===== src/rtl/cache_pkg.sv =====
// cache_pkg: address field layout, tag-entry bit positions, FSM states and
// victim selection shared by the refill controller and its pLRU store.
package cache_pkg;
   localparam int ADDR_W   = 12;
   localparam int TAG_W    = 5;
   localparam int SET_W    = 3;
   localparam int BEAT_W   = 2;
   localparam int WAY_W    = 2;
   localparam int ENT_W    = 7;
   localparam int TAG_LSB  = 7;
   localparam int SET_LSB  = 4;
   localparam int ENT_V    = 6;
   localparam int ENT_D    = 5;
   localparam int BEATS    = 4;
   localparam int WAYS     = 4;
   typedef enum logic [2:0] {S_IDLE, S_WB, S_RD_REQ, S_RD_DATA, S_UPDATE} state_t;
   // Lowest-numbered invalid way wins; with every way valid the pLRU tree decides.
   function automatic logic [WAY_W-1:0] pick_victim(input logic [WAYS*ENT_W-1:0] ents,
                                                    input logic [2:0] plru);
      logic [WAY_W-1:0] v;
      v = plru[0] ? {1'b1, plru[2]} : {1'b0, plru[1]};
      for (int w = WAYS - 1; w >= 0; w--)
         if (!ents[ENT_W*w+ENT_V]) v = WAY_W'(w);
      return v;
   endfunction
endpackage


===== src/rtl/cache_plru.sv =====
// cache_plru: per-set 3-bit tree pLRU state with one combinational read port
// and one update port.
module cache_plru
   import cache_pkg::*;
#(
   parameter int SETS = 8
) (
   input  logic                    clk,
   input  logic                    rst_n,
   input  logic [SET_W-1:0]        i_rd_set,
   output logic [2:0]              o_bits,
   input  logic                    i_upd,
   input  logic [SET_W-1:0]        i_upd_set,
   input  logic [WAY_W-1:0]        i_upd_way
);
   logic [2:0] r_bits [SETS];
   assign o_bits = r_bits[i_rd_set];
   // b0 points away from the touched half, b1/b2 away from the touched way in it.
   always_ff @(posedge clk or negedge rst_n) begin
      if (!rst_n) begin
         for (int s = 0; s < SETS; s++) r_bits[s] <= '0;
      end else if (i_upd) begin
         r_bits[i_upd_set][0] <= ~i_upd_way[1];
         if (i_upd_way[1]) r_bits[i_upd_set][2] <= ~i_upd_way[0];
         else r_bits[i_upd_set][1] <= ~i_upd_way[0];
      end
   end
endmodule


===== src/rtl/cache_refill_ctrl.sv =====
// cache_refill_ctrl: handles a lookup result -- pLRU touch on hits, victim
// write-back and line refill on misses -- then pulses done.
module cache_refill_ctrl
   import cache_pkg::*;
#(
   parameter int SETS = 8
) (
   input  logic                    clk,
   input  logic                    rst_n,
   input  logic                    req_valid,
   output logic                    req_ready,
   input  logic [ADDR_W-1:0]       req_addr,
   input  logic                    req_write,
   input  logic                    req_hit,
   input  logic [WAY_W-1:0]        req_hit_way,
   input  logic [WAYS*ENT_W-1:0]   req_set_entries,
   output logic                    mem_rd_valid,
   input  logic                    mem_rd_ready,
   output logic [ADDR_W-1:0]       mem_rd_addr,
   input  logic                    mem_rdata_valid,
   input  logic [31:0]             mem_rdata,
   output logic                    mem_wr_valid,
   input  logic                    mem_wr_ready,
   output logic [ADDR_W-1:0]       mem_wr_addr,
   output logic [31:0]             mem_wr_data,
   output logic [SET_W-1:0]        arr_set,
   output logic [WAY_W-1:0]        arr_way,
   output logic [BEAT_W-1:0]       arr_beat,
   input  logic [31:0]             arr_rdata,
   output logic                    arr_we,
   output logic                    tag_we,
   output logic [ENT_W-1:0]        tag_wdata,
   output logic                    done
);
   state_t              r_state;
   logic [TAG_W-1:0]    r_tag, r_vtag;
   logic [SET_W-1:0]    r_set;
   logic [WAY_W-1:0]    r_way;
   logic [BEAT_W-1:0]   r_beat;
   logic                r_write, r_done, r_hit_we;
   logic [2:0]          w_plru;
   logic [WAY_W-1:0]    w_victim;
   logic [ENT_W-1:0]    w_vent;
   logic                w_last, w_upd;
   logic                w_unused;
   assign w_unused = ^{mem_rdata, req_addr[SET_LSB-1:0]};
   assign w_victim = pick_victim(req_set_entries, w_plru);
   assign w_vent   = req_set_entries[ENT_W*int'(w_victim) +: ENT_W];
   assign w_last   = r_beat == BEAT_W'(BEATS - 1);
   assign w_upd    = (r_state == S_IDLE && req_valid && req_hit) || r_state == S_UPDATE;
   cache_plru #(.SETS(SETS)) u_plru (
      .clk       (clk),
      .rst_n     (rst_n),
      .i_rd_set  (req_addr[SET_LSB +: SET_W]),
      .o_bits    (w_plru),
      .i_upd     (w_upd),
      .i_upd_set (r_state == S_UPDATE ? r_set : req_addr[SET_LSB +: SET_W]),
      .i_upd_way (r_state == S_UPDATE ? r_way : req_hit_way)
   );
   always_ff @(posedge clk or negedge rst_n) begin
      if (!rst_n) begin
         r_state  <= S_IDLE;
         r_tag    <= '0;
         r_vtag   <= '0;
         r_set    <= '0;
         r_way    <= '0;
         r_beat   <= '0;
         r_write  <= 1'b0;
         r_done   <= 1'b0;
         r_hit_we <= 1'b0;
      end else begin
         r_done   <= 1'b0;
         r_hit_we <= 1'b0;
         case (r_state)
            S_IDLE: if (req_valid) begin
               r_tag   <= req_addr[TAG_LSB +: TAG_W];
               r_set   <= req_addr[SET_LSB +: SET_W];
               r_write <= req_write;
               r_beat  <= '0;
               if (req_hit) begin
                  r_way    <= req_hit_way;
                  r_done   <= 1'b1;
                  r_hit_we <= req_write;
               end else begin
                  r_way   <= w_victim;
                  r_vtag  <= w_vent[TAG_W-1:0];
                  r_state <= (w_vent[ENT_V] && w_vent[ENT_D]) ? S_WB : S_RD_REQ;
               end
            end
            S_WB: if (mem_wr_ready) begin
               r_beat <= r_beat + 1'b1;
               if (w_last) r_state <= S_RD_REQ;
            end
            S_RD_REQ: if (mem_rd_ready) r_state <= S_RD_DATA;
            S_RD_DATA: if (mem_rdata_valid) begin
               r_beat <= r_beat + 1'b1;
               if (w_last) r_state <= S_UPDATE;
            end
            S_UPDATE: begin
               r_state <= S_IDLE;
               r_done  <= 1'b1;
            end
            default: r_state <= S_IDLE;
         endcase
      end
   end
   assign req_ready    = r_state == S_IDLE;
   assign mem_rd_valid = r_state == S_RD_REQ;
   assign mem_rd_addr  = mem_rd_valid ? {r_tag, r_set, 4'b0} : '0;
   assign mem_wr_valid = r_state == S_WB;
   assign mem_wr_addr  = mem_wr_valid ? {r_vtag, r_set, r_beat, 2'b0} : '0;
   assign mem_wr_data  = mem_wr_valid ? arr_rdata : '0;
   assign arr_set      = r_set;
   assign arr_way      = r_way;
   assign arr_beat     = r_beat;
   assign arr_we       = r_state == S_RD_DATA && mem_rdata_valid;
   // Store hits mark the line dirty in the cycle after acceptance, alongside done.
   assign tag_we       = r_hit_we || r_state == S_UPDATE;
   assign tag_wdata    = tag_we ? {1'b1, r_write, r_tag} : '0;
   assign done         = r_done;
endmodule


===== config.mk =====
export PLATFORM = sky130hd
export DESIGN_NAME = cache_refill_ctrl
export DESIGN_NICKNAME = d
export VERILOG_FILES = /design/src/rtl/cache_pkg.sv /design/src/rtl/cache_plru.sv /design/src/rtl/cache_refill_ctrl.sv
export SDC_FILE = /design/constraint.sdc
export NUM_CORES = 1
export LEC_CHECK = 0
export ABC_AREA = 1
export CORE_ASPECT_RATIO = 0.9
export CORE_MARGIN = 2
export CORE_UTILIZATION = 43
export CTS_BUF_LIST = sky130_fd_sc_hd__clkbuf_4 sky130_fd_sc_hd__clkbuf_8
export CTS_CLUSTER_SIZE = 12
export DETAILED_ROUTE_END_ITERATION = 10
export DONT_BUFFER_PORTS = 1
export GPL_TIMING_DRIVEN = 0
export PLACE_DENSITY = 0.65
export SLEW_MARGIN = 20
export SYNTH_ARGS = -nofsm -noshare
export SYNTH_HDL_FRONTEND = slang
export SYNTH_HIERARCHICAL = 1
export SYNTH_SLANG_ARGS = --single-unit

===== constraint.sdc =====
create_clock -name clk -period 2.62 [get_ports clk]
set_input_delay 0.393 -clock clk [delete_from_list [all_inputs] [get_ports clk]]
set_output_delay 0.393 -clock clk [all_outputs]
set_load 0.05 [all_outputs]

==> run summary <==
The cell taking the most area after synthesis is sky130_fd_sc_hd__dfrtp_1. Power comes to 4.366 mW. 0 antenna diodes ended up in the layout.

Setup violations remaining at the end of the flow were counted as 0. Number of global-route vias before repair: 2682. In the synthesized netlist, the cells that appear most often are 132 x sky130_fd_sc_hd__nand2_1, 111 x sky130_fd_sc_hd__inv_1, 70 x sky130_fd_sc_hd__nor2_1, 47 x sky130_fd_sc_hd__dfrtp_1, 36 x sky130_fd_sc_hd__nand3_1.

Clock tree synthesis found a total of 47 sinks. In the synthesized netlist, the number of instances is 512. Buffers placed on the I/O ports in this run total 0.

Derived from the worst setup path, the maximum achievable clock frequency is 0.3819 GHz. The number of distinct library cells after synthesis was 28; the global placer's final weighted congestion was 0.8469. For the global-route usage over all layers, the log shows 0.1981. The combined area of all synthesized cells was 0.003252 mm²; the number of design rule violations left after detail routing was 0.

The cell with the most instances after synthesis was sky130_fd_sc_hd__nand2_1. For this run, the leading register cell type out of synthesis is sky130_fd_sc_hd__dfrtp_1. Global routing finished with a remaining overflow of 0. The net switching power figure was 2.533 mW; the post-layout minimum cycle time was 2.619 ns. The routed via count divided by cell count was 4.875; the clock power share was 0.127. The tools report the max-slew violation total from the final report as 0.

Data arrives at the worst endpoint at 2.23 ns. Compared with the post-synthesis result, the final layout area differs by 19.78%. The endpoint required time on the critical path is 2.23 ns. The starting utilization of the core area was 0.4375.

After clock tree synthesis, the clock-pin slew on the worst setup and hold paths is 0.09 ns. No sink is reached through more buffers than the 2 on the longest clock path. The combinational share of power is 0.566.

After synthesis the netlist holds a flip-flop and latch count of 47. The switching share of power was 0.5801; the post-route clock period utilization was 0.9995. The ratio of cells with drive above 1 in the final layout came out at 0.1935. The total number of yosys warnings was 6.

For the headroom to the max-slew limit, the log shows 0.3989. In this run the static leakage power is 2.008 nW. Clock latency on the worst-skew pair, taken at its later pin, is 0.30 ns.

For the cell-internal power, the log shows 1.834 mW. In the final design database the tool counted 641 nets. The actual transition at the worst max-transition pin was 0.8984 ns; the number of enable-type register cells in the synthesized netlist was 0. Dividing the detail-routed wire length by the instance count gives 13.96 µm. The run gives 0.0005903 V as the maximum vdd ir drop. The path class of the tightest hold or removal check is input pin to flop. For the hold violation count in the final report, the log shows 0. The y dimension of the die works out to 86.50 µm. Yosys attributes the largest share of cell area to sky130_fd_sc_hd__dfrtp_1 36%, sky130_fd_sc_hd__nand2_1 15%, sky130_fd_sc_hd__inv_1 13%, sky130_fd_sc_hd__nor2_1 8.1%, sky130_fd_sc_hd__nand3_1 5.5%. Dividing total power by cell area gives a power density of 1121 mW/mm². The run gives 30 as the floorplan row count. The first global-routing pass estimated 12720 µm of wire.

The first detailed-routing pass ran for 4 iterations. Setup repair after global routing could not meet its margin everywhere. Clock root buffer: sky130_fd_sc_hd__clkbuf_8. The logs give 125 for the initial DRC count and 6369 µm for the estimated wirelength of the detail-placed design. Synthesized area divided by synthesized cell count: 6.351 µm². The detail route stage leaves a number of antenna-violating nets equal to 0. Number of buffers created by CTS: 5. For the final core area utilization, the log shows 0.5241.

The clock arrives with 0.007735 ns of skew. In this run the worst path has a maximum fanout of 10. The async set-or-reset flop fraction in the synthesized netlist was 1.000; the fraction of post-synthesis cell area in the top cell type by area was 0.3617. The share of synthesized area occupied by flip-flops and latches is 0.3617.

The tools report the sort of element at the end of the critical path as an output pin. The tool flagged a number of max-cap violations equal to 0. The flow ran to the end, and the final reports show no timing, DRC or antenna violations. Entering global routing, the biggest net connects 48 pins.

The die covers 0.008275 mm². The layout has 720 filler cells. The worst setup path is launched from a flop. After floorplanning, the core was sized to cover 0.007432 mm². Measured along the x axis, the die boundary spans 95.67 µm. The number of antenna violations at the first check in global routing was 0; the total detailed-routing wirelength was 8699 µm.

The logs give 3037 for the vias after detailed routing and 2 for the H-tree depth reported by CTS. TritonCTS built the clock tree. The critical path class was flop to output pin.

190 I/O pins were placed. The run gives 0.306 as the sequential cell fraction of total power.
path summary, 6_finish.rpt:
check                                         end               from  depth (start not counted)  slack (ns)
worst min-delay path                     r_hit_we          req_write                          2        0.19
worst max register to register  u_plru/r_bits[13]         r_state[1]                          9        0.38
worst min register to register  u_plru/r_bits[17]  u_plru/r_bits[17]                          2        0.49
max in group asynchronous              r_state[1]              rst_n                          2        1.81
min in group asynchronous        u_plru/r_bits[3]              rst_n                          2        0.59
worst max-delay path              mem_wr_data[17]         r_state[2]                          6       0.001
layout by cell type (no fill, tap or decap), drive strengths merged:
| master | instances |
|---|---|
| nand2 | 141 |
| inv | 116 |
| nor2 | 79 |
| dfrtp | 47 |
| o21ai | 41 |
| nand3 | 36 |
| buf | 18 |
| clkbuf | 11 |
| nand3b | 10 |
| conb | 6 |
| nor3 | 6 |
| nand4 | 3 |
| o221ai | 3 |
| clkinv | 2 |
| and2 | 2 |
| or2 | 1 |
| nand2b | 1 |
| ha | 1 |
| bufinv | 1 |
| dlygate4sd3 | 1 |
| a21boi | 1 |
per-layer routing:
layer | wire length, µm | GRT usage | vias up
li1 | - | - | 1539
met1 | 4045 | 0.2993 | 1404
met2 | 4133 | 0.2937 | 92
met3 | 479 | 0.03739 | 2
met4 | 40 | 0.04675 | 0
met5 | 0 | 0 | -
power by group through the flow:
| stage | sequential (mW) | combinational, mW | clock (mW) |
|---|---|---|---|
| after floorplan | 1.30 | 1.84 | 0 |
| final | 1.34 | 2.47 | 0.556 |
| after CTS | 1.34 | 2.29 | 0.578 |
| after global placement | 1.34 | 2.08 | 0 |
| after global routing | 1.37 | 2.68 | 0.610 |
| after detailed placement | 1.35 | 2.10 | 0 |
repair_timing:
| action | in CTS | in global routing |
|---|---|---|
| buffers inserted | 0 | 0 |
| hold buffers | 2 | 0 |
| resized for setup | 50 | 54 |
| pin swaps | 2 | 3 |
| endpoints found under the setup margin | 50 | 56 |
| endpoints found under the hold margin | 47 | 0 |
cell type report:
cell class / instances / area (µm²) / share of cell area
multi-input combinational: 331 / 1876 / 0.4815
tap: 96 / 120.1 / 0.03084
timing repair buffer: 2 / 37.54 / 0.009637
clock buffer: 6 / 82.58 / 0.02120
clock inverter: 2 / 35.03 / 0.008995
sequential: 47 / 1176 / 0.3020
buffer: 22 / 127.6 / 0.03277
inverter: 117 / 440.4 / 0.1131
registers in the layout (all words and copies together) (netlist names):
register       flops
r_state            3
u_plru/r_bits     24
r_hit_we           1
arr_set            3
r_tag              5
r_write            1
arr_way            2
done               1
arr_beat           2
r_vtag             5
critical path, cell delays in order, from the launching register on:
cell	delay (ns)
sky130_fd_sc_hd__dfrtp_1	0.43
sky130_fd_sc_hd__inv_1	0.11
sky130_fd_sc_hd__nand2_1	0.14
sky130_fd_sc_hd__nor2_4	0.34
sky130_fd_sc_hd__inv_2	0.16
sky130_fd_sc_hd__buf_2	0.26
sky130_fd_sc_hd__nor2_2	0.48
metrics by stage:
step | instance area [µm²] | cells | TNS, ns | hold WS (ns) | setup WS, ns
2_1_floorplan | 3276 | 517 | 0 | 0.09741 | 0.1325
3_3_place_gp | 3396 | 613 | -3.165 | 0.09889 | -0.2803
3_5_place_dp | 3396 | 613 | -3.806 | 0.09841 | -0.2974
4_1_cts | 3705 | 623 | -3.584 | 0.1816 | -0.2109
5_1_grt | 3895 | 623 | -1.654 | 0.1914 | -0.1011
6_report | 3895 | 623 | 0 | 0.1860 | 0.001368
logic make-up after synthesis:
logic type | Yosys count | share of synthesized area
AO/OA/AOI/OAI | 45 | 0.07888
adder cells (fa/ha/maj) | 1 | 0.003847
buffers and inverters | 139 | 0.1724
flip-flops | 47 | 0.3617
other | 1 | 0.001153
AND/OR/NAND/NOR | 279 | 0.3821
Power figures use the tool's default switching activity.
